==> config.mk <==
export PLATFORM = sky130hd
export DESIGN_NAME = uart_cmd_decoder
export DESIGN_NICKNAME = d
export VERILOG_FILES = /design/src/rtl/uart_cmd_decoder.sv
export SDC_FILE = /design/constraint.sdc
export NUM_CORES = 1
export LEC_CHECK = 0
export CORE_MARGIN = 2
export CORE_UTILIZATION = 45
export CTS_CLUSTER_DIAMETER = 40
export CTS_CLUSTER_SIZE = 25
export DETAILED_ROUTE_END_ITERATION = 8
export GPL_TIMING_DRIVEN = 0
export PLACE_DENSITY = 0.77
export SETUP_SLACK_MARGIN = 0.2
export SLEW_MARGIN = 20
export SYNTH_ARGS = -nofsm -noshare
export SYNTH_HDL_FRONTEND = slang
export SYNTH_SLANG_ARGS = --single-unit
==> constraint.sdc <==
create_clock -name clk -period 2.66 [get_ports clk]
set_clock_uncertainty 0.05 [all_clocks]
set_input_delay 0.665 -clock clk [delete_from_list [all_inputs] [get_ports clk]]
set_output_delay 0.665 -clock clk [all_outputs]
set_load 0.02 [all_outputs]
==> src/rtl/uart_cmd_decoder.sv <==
// uart_cmd_decoder
// Parses the ASCII byte stream from the UART receiver into one-cycle control
// pulses for the 0-9999 counter: R/S/C (run/stop/clear) and P<1-4 digits><CR|LF>
// (preset). The preset value is built digit by digit as it arrives. Malformed
// input, or silence while collecting digits, raises cmd_err and returns to idle.
module uart_cmd_decoder #(
  parameter int TIMEOUT = 1_000_000
) (
  input  logic        clk,
  input  logic        rst,
  input  logic [7:0]  rx_data,
  input  logic        rx_done,
  output logic        cmd_run,
  output logic        cmd_stop,
  output logic        cmd_clear,
  output logic        cmd_preset,
  output logic [13:0] preset_val,
  output logic        cmd_err,
  output logic        parsing
);

  localparam int TW = $clog2(TIMEOUT + 1);
  localparam logic [TW-1:0] T_LAST = TW'(TIMEOUT - 1);

  typedef enum logic {
    IDLE  = 1'b0,
    DIGIT = 1'b1
  } state_t;

  state_t        state;
  logic [13:0]   acc;
  logic [2:0]    dcnt;
  logic [TW-1:0] tcnt;

  // Byte classification. Clearing bit 5 folds lower-case letters onto
  // upper-case; only the two intended codes map onto each letter.
  logic [7:0]  folded;
  logic        is_digit;
  logic        is_eol;
  logic        is_space;
  logic [3:0]  digit_val;
  logic [16:0] acc_wide;
  logic [13:0] acc_next;

  assign folded    = rx_data & 8'hDF;
  assign is_digit  = (rx_data >= 8'h30) && (rx_data <= 8'h39);
  assign is_eol    = (rx_data == 8'h0D) || (rx_data == 8'h0A);
  assign is_space  = (rx_data == 8'h20);
  assign digit_val = rx_data[3:0];

  // acc*10 + digit, formed as shifts in 17 bits. At most four digits are
  // accepted, so the result never exceeds 9999 and the 14-bit truncation
  // loses nothing.
  assign acc_wide = {3'b000, acc};
  assign acc_next = 14'((acc_wide << 3) + (acc_wide << 1) + 17'(digit_val));

  // Parser state machine; every output is a flop so downstream sees clean pulses.
  always_ff @(posedge clk or posedge rst) begin
    if (rst) begin
      state      <= IDLE;
      acc        <= '0;
      dcnt       <= '0;
      tcnt       <= '0;
      cmd_run    <= 1'b0;
      cmd_stop   <= 1'b0;
      cmd_clear  <= 1'b0;
      cmd_preset <= 1'b0;
      cmd_err    <= 1'b0;
      preset_val <= '0;
      parsing    <= 1'b0;
    end else begin
      cmd_run    <= 1'b0;
      cmd_stop   <= 1'b0;
      cmd_clear  <= 1'b0;
      cmd_preset <= 1'b0;
      cmd_err    <= 1'b0;

      case (state)
        IDLE: begin
          if (rx_done) begin
            if (folded == 8'h52) begin
              cmd_run <= 1'b1;
            end else if (folded == 8'h53) begin
              cmd_stop <= 1'b1;
            end else if (folded == 8'h43) begin
              cmd_clear <= 1'b1;
            end else if (folded == 8'h50) begin
              acc     <= '0;
              dcnt    <= '0;
              tcnt    <= '0;
              state   <= DIGIT;
              parsing <= 1'b1;
            end else if (is_eol || is_space) begin
              // Line terminators and spaces between commands are harmless.
            end else begin
              cmd_err <= 1'b1;
            end
          end
        end

        DIGIT: begin
          if (rx_done) begin
            // A byte always beats a coincident timeout expiry.
            tcnt <= '0;
            if (is_digit && (dcnt < 3'd4)) begin
              acc  <= acc_next;
              dcnt <= dcnt + 3'd1;
            end else if (is_eol && (dcnt != 3'd0)) begin
              preset_val <= acc;
              cmd_preset <= 1'b1;
              state      <= IDLE;
              parsing    <= 1'b0;
            end else begin
              // Fifth digit, empty preset, or any stray byte (a command
              // letter here is rejected, not executed).
              cmd_err <= 1'b1;
              state   <= IDLE;
              parsing <= 1'b0;
            end
          end else if (tcnt == T_LAST) begin
            cmd_err <= 1'b1;
            tcnt    <= '0;
            state   <= IDLE;
            parsing <= 1'b0;
          end else begin
            tcnt <= tcnt + 1'b1;
          end
        end

        default: begin
          state   <= IDLE;
          parsing <= 1'b0;
        end
      endcase
    end
  end

endmodule

Word-level counts from Yosys, hierarchy flattened
Cells that the tools add are included.

word-level totals
  register bits after elaboration = 58
  input bits = 11
  output and inout port bits = 20
  word-level logic and storage cells = 116

operators by class
  add/sub/neg operators = 4
  $lt $le $gt $ge = 3
  equality and inequality tests = 17
  muxes and demuxes = 69
  bitwise logic cells = 2
  reduce and logical (&&, ||, !) cells = 10

operator list
  kind                                                                                  number
  20-bit 2-to-1 mux                                                                     7
  14-bit 2-to-1 mux                                                                     7
  1-bit 2-to-1 mux                                                                      42
  20-bit one-hot mux with 2 select lines                                                1
  7-bit by 6-bit == test with 1-bit output (second input constant)                      4
  14-bit one-hot mux with 2 select lines                                                1
  3-bit 2-to-1 mux                                                                      7
  20-bit by 1-bit adder with 20-bit output (second input constant)                      1
  20-bit == test (second input constant)                                                1
  8-bit by 4-bit == test with 1-bit output (second input constant)                      2
  14-bit adder                                                                          1
  14-bit by 4-bit adder with 14-bit output                                              1
  7-bit AND reduction                                                                   2
  2-bit != test (second input constant)                                                 6
  8-bit by 6-bit == test with 1-bit output (second input constant)                      1
  8-bit by 6-bit greater-or-equal comparator with 1-bit output (second input constant)  1
  8-bit by 6-bit <= comparator with 1-bit output (second input constant)                1
  1-bit one-hot mux with 2 select lines                                                 3
  3-bit one-hot mux with 2 select lines                                                 1
  5-bit AND reduction                                                                   1
  4-bit AND reduction                                                                   1
  3-bit by 1-bit adder with 3-bit output (second input constant)                        1
  1-bit logical AND                                                                     3
  3-bit less-than comparator (second input constant)                                    1
  other kinds (6)                                                                       8

Logic depth before layout (Yosys ltp)
  word-level depth = 10
  mapped depth = 9
  gate-level depth less buffers = 9

Worst setup path after synthesis
Ideal clock, no wire load.

  path type = input to register
  start point = in rx_data[3]
  end point = reg acc[8]
  data arrival time = 2.545 ns
  data required time = 2.488 ns
  slack = -0.057 ns
  stages = 9
  buffers on the path = 0
  path through = inv_1 -> fa_1 -> inv_1 -> ha_1 -> nor2b_1 -> o31a_1 -> o21a_1 -> or3_1 -> a32o_1

between the ends
  longest elaborated chain between the ends = 5
  elaborated cells between the ends (all ways) = 18
  those cells by class = add/sub (1); order compare (2); eq/ne (9); mux (3); reduce/logical (3)

RTL lines
  what                                                                              line  text
  from (decl)                                                                       11    input logic [7:0] rx_data,
  branches (longest 5 deep; another with 14-bit by 4-bit adder with 14-bit output)  n/a
  to (signal assigned)                                                              106   acc <= acc_next;
  to (decl)                                                                         31    logic [13:0] acc;

Parallel ways; which one is timed is not known. The select of a mux whose other input is x is not followed.
A chain may end at the register's enable or synchronous reset.

Worst setup path after layout
  start point = reg acc[2]
  end point = reg acc[8]

between the ends
  longest elaborated chain between the ends = 5

RTL lines
  what                                      line  text
  14-bit adder                              55    assign acc_next = 14'((acc_wide << 3) + (acc_wide << 1) + 17'(digit_val));
  14-bit by 4-bit adder with 14-bit output  55
  14-bit 2-to-1 mux                         105   if (is_digit && (dcnt < 3'd4)) begin
  14-bit 2-to-1 mux                         102   if (rx_done) begin
  14-bit one-hot mux with 2 select lines    78    case (state)

Every way passes these cells. The select of a mux whose other input is x is not followed.

==> key figures <==
Run status
  – Status: finished clean

Power and ir drop
  – IR Drop Worst-Case VDD: 313.7 uV
  – Flop pwr share: 0.507
  – Net switching component of the power: 452.0 uW
  – Power Density: 432.6 mW/mm2
  – Switching power share of the total: 0.2474
  – Reported leakage power: 1.971 nW
  – Internal Pwr Total: 1.375 mW
  – Share of power burned in the clock network: 0.426
  – Combinational share of power: 0.067

Route
  – Drt first-iter violations: 159
  – Post-route ant nets: 0
  – DRC viols: 0
  – Number of vias after detailed routing: 2,900
  – TritonRoute pass-1 iters: 4
  – Vias per inst: 5.847
  – Mean routed wirelength per cell: 16.04 um
  – Total detailed-routing wirelength: 7955 um

Global route
  – Number of global-route vias before repair: 2,848
  – Antenna violations before repair: 0
  – All-layer global routing usage: 0.2056
  – Final global-route overflow total: 0
  – Maximum number of pins on one net before global-route repair: 59
  – First-pass GRT wire length: 13,740 um

Critical path
  – Type of the worst setup path: register to register
  – Sort of element at the end of the critical path: register
  – Crit path DAT: 2740 ps
  – Peak fanout along the critical path: 4
  – Buffering stage count on the worst path with inverters included: 1
  – Critical Path Start Type: register
  – Worst path max stage delay: 570 ps
  – Cell type group with the largest total delay on the critical path: adder cells
  – Library cell contributing the largest single delay on the critical path: sky130_fd_sc_hd__fa_1
  – Crit path cell chain: inv_2 > fa_1 > fa_2 > nor2b_4 > o31a_1 > o21a_1 > or3_1 > a32o_1
  – Data required time of the critical path: 2840 ps

Placed design
  – Last weighted congestion value of the routability-driven placer: 0.8937
  – Number of buffers inserted by port buffering: 29
  – Count of placed standard cells including taps: 472
  – DP Worst Slack: -879.6 ps
  – Post-DP HPWL: 5394 um

Synth
  – Cells after Synth: 344
  – Net count of the mapped netlist: 382
  – Post-synth EDFFs: 0
  – Share of Yosys cell area claimed by the top area cell type: 0.4224
  – Number of storage elements in the synthesis netlist: 58
  – Async set-or-reset flop fraction in the synthesized netlist: 1.000
  – Synthesized area: 0.003436 mm2
  – Number of unique standard cell types used by synthesis: 52
  – Dominant register cell in the synthesized netlist: sky130_fd_sc_hd__dfrtp_1
  – Sequential element share of the synthesized area: 0.4224
  – Mean cell area of the mapped netlist: 9.988 um2
  – Leading cell types by total area after synthesis: sky130_fd_sc_hd__dfrtp_1, sky130_fd_sc_hd__ha_1, sky130_fd_sc_hd__mux2_2, sky130_fd_sc_hd__o21ai_0, sky130_fd_sc_hd__nand2_1
  – Top cell type by total area after synthesis: sky130_fd_sc_hd__dfrtp_1
  – Count of warnings emitted by yosys: 0

Floorplan
  – Die Area: 0.008350 mm2
  – Initial Utilization: 0.4687
  – Die span in y: 91.38 um
  – Core outline area: 0.007331 mm2
  – I/O pin total: 31
  – Horizontal die dimension: 91.38 um
  – Rows: 31

Layout
  – Commonest cells after routing, fill and taps aside: sky130_fd_sc_hd__dfrtp_1, sky130_fd_sc_hd__nand2_1, sky130_fd_sc_hd__o21ai_0, sky130_fd_sc_hd__clkdlybuf4s50_1, sky130_fd_sc_hd__ha_1
  – Count of placed standard cells in the final layout, fillers left out: 496
  – Ratio of cells with drive above 1 in the final layout: 0.1839
  – Area taken by multi-input logic gates: 0.001964 mm2
  – Antenna fix cells: 0
  – Number of nets at the end of the flow: 431
  – Layout-stage area growth over the synthesis result: 22.94%
  – Register cell area after layout: 0.001451 mm2
  – Leading cell type in the layout, fill and taps excluded: sky130_fd_sc_hd__dfrtp_1
  – Number of inserted filler cells in the final layout: 609

Clocking
  – Num Clock Sinks: 58
  – Deepest level of the CTS H-tree: 3
  – Clock tree from TritonCTS: built
  – Clock-pin slew on the worst setup and hold paths: 70 ps
  – Maximum number of buffers from clock root to sink: 2
  – Clock root buffer: sky130_fd_sc_hd__clkbuf_8
  – Worst skew pair latency: 350 ps
  – TritonCTS buffer count: 9
  – Hold-fix buffer count after cts: 0

Timing
  – Crit path time final: 2563 ps
  – Highest attainable clock frequency: 390.1 MHz
  – Remaining max-slew budget at the tightest pin: 0.3934
  – Setup Viol. Count Final: 0
  – Setup slack of the critical path after layout: 96.71 ps
  – Setup tns final: 0 ps
  – RSZ-0062 raised after global routing: yes
  – Number of hold-slack violations in the final timing report: 0
  – Final worst-path cycle share: 0.9636
  – Least-Margin Pin Slew: 904.4 ps
  – Pins over their slew limit: 0

Min path
  – Hold Crit Class: register to register

Job
  – Number of max-capacitance violations reported: 0
-- synthesized netlist by cell type, drive strengths merged, types with 4 or more instances --
master and count:
buf 4, nand4 8, and3 4, nor4 5, a31oi 5, dfrtp 58
mux2 15, nand3 13, a22o 8, mux2i 5, nand2 27, or3 8
clkbuf 7, a32o 4, nor3 11, and4 4, a21o 6, inv 18
o21ai 26, nor2 14, o21a 4, a21oi 19, nor4b 4, ha 25
o31ai 7
-- final cells by class --
cell class	count	share of cell area
buffer	11	0.01659
tap	99	0.02932
sequential	58	0.3436
clock buffer	10	0.03021
inverter	18	0.01836
multi-input combinational	257	0.4650
timing repair buffer	38	0.08353
clock inverter	5	0.01333
-- routing by layer --
layer  part of all wire  routed length, um  track usage  up-vias
met5                  0                  0            0        -
met2               0.46               3652       0.3009       88
met1               0.47               3705       0.2899     1394
li1                   -                  -            -     1404
met4              0.016                125      0.09596        0
met3              0.059                471      0.04398       14
-- cells by family (layout without fill, tap and decap cells) --
kind of cell,after synthesis,in the layout,synth area share
adders and majority gates,27,27,0.1027
buffers and inverters,29,82,0.03496
and+or+nand+nor,111,111,0.1792
muxes,20,20,0.06373
xor gates and xnor gates,5,5,0.01275
AOI/OAI and AO/OA,94,94,0.1843
DFF,58,58,0.4224
-- path summary, 6_finish.rpt --
| check | startpoint | to | slack (ps) | cells after the start |
|---|---|---|---|---|
| max | acc[2] | acc[8] | 100 | 8 |
| min | preset_val[7] | preset_val[7] | 450 | 1 |
| max reg2reg | acc[2] | acc[8] | 100 | 8 |
| min reg2reg | preset_val[7] | preset_val[7] | 450 | 1 |
| max in group asynchronous | rst | tcnt[16] | 1340 | 2 |
| min in group asynchronous | rst | tcnt[0] | 730 | 2 |
-- per-stage QoR --
| stage | hold slack, ps | utilization | total power [mW] | instance area (um2) |
|---|---|---|---|---|
| 5_1_grt | 482.4 | 0.5762 | 1.900 | 4224 |
| 3_5_place_dp | 448.4 | 0.5300 | 1.061 | 3885 |
| 4_1_cts | 462.4 | 0.5677 | 1.834 | 4161 |
| 3_3_place_gp | 438.6 | 0.5296 | 1.058 | 3882 |
| 6_report | 453.6 | 0.5762 | 1.827 | 4224 |
| 2_1_floorplan | 427.6 | - | 1.008 | 3468 |
-- power groups by stage --
stage | registers [mW] | clock network (mW) | logic (mW)
CTS | 0.925 | 0.787 | 0.122
finish | 0.926 | 0.779 | 0.123
global placement | 0.940 | 0 | 0.117
floorplan | 0.940 | 0 | 0.0680
global route | 0.928 | 0.832 | 0.140
detailed placement | 0.941 | 0 | 0.120
-- what timing repair did --
item | CTS | global route
buffers inserted | 6 | 3
pin swaps | 8 | 10
resized for setup | 29 | 14
endpoints found under the setup margin | 36 | 43
-- flip-flops by register name, summed over array words and instances (netlist names) --
register and count:
parsing 1, cmd_run 1, acc 14, state 1, tcnt 20, cmd_stop 1, dcnt 3, cmd_err 1
cmd_clear 1, cmd_preset 1, preset_val 14
-- worst register-to-register path: stages (launching register included) --
cell and delay, ps:
sky130_fd_sc_hd__dfrtp_1 390, sky130_fd_sc_hd__inv_2 50, sky130_fd_sc_hd__fa_1 570, sky130_fd_sc_hd__fa_2 250, sky130_fd_sc_hd__nor2b_4 50, sky130_fd_sc_hd__o31a_1 350
sky130_fd_sc_hd__o21a_1 200, sky130_fd_sc_hd__or3_1 300, sky130_fd_sc_hd__a32o_1 240
No activity file was read; power rests on OpenSTA's default activity.
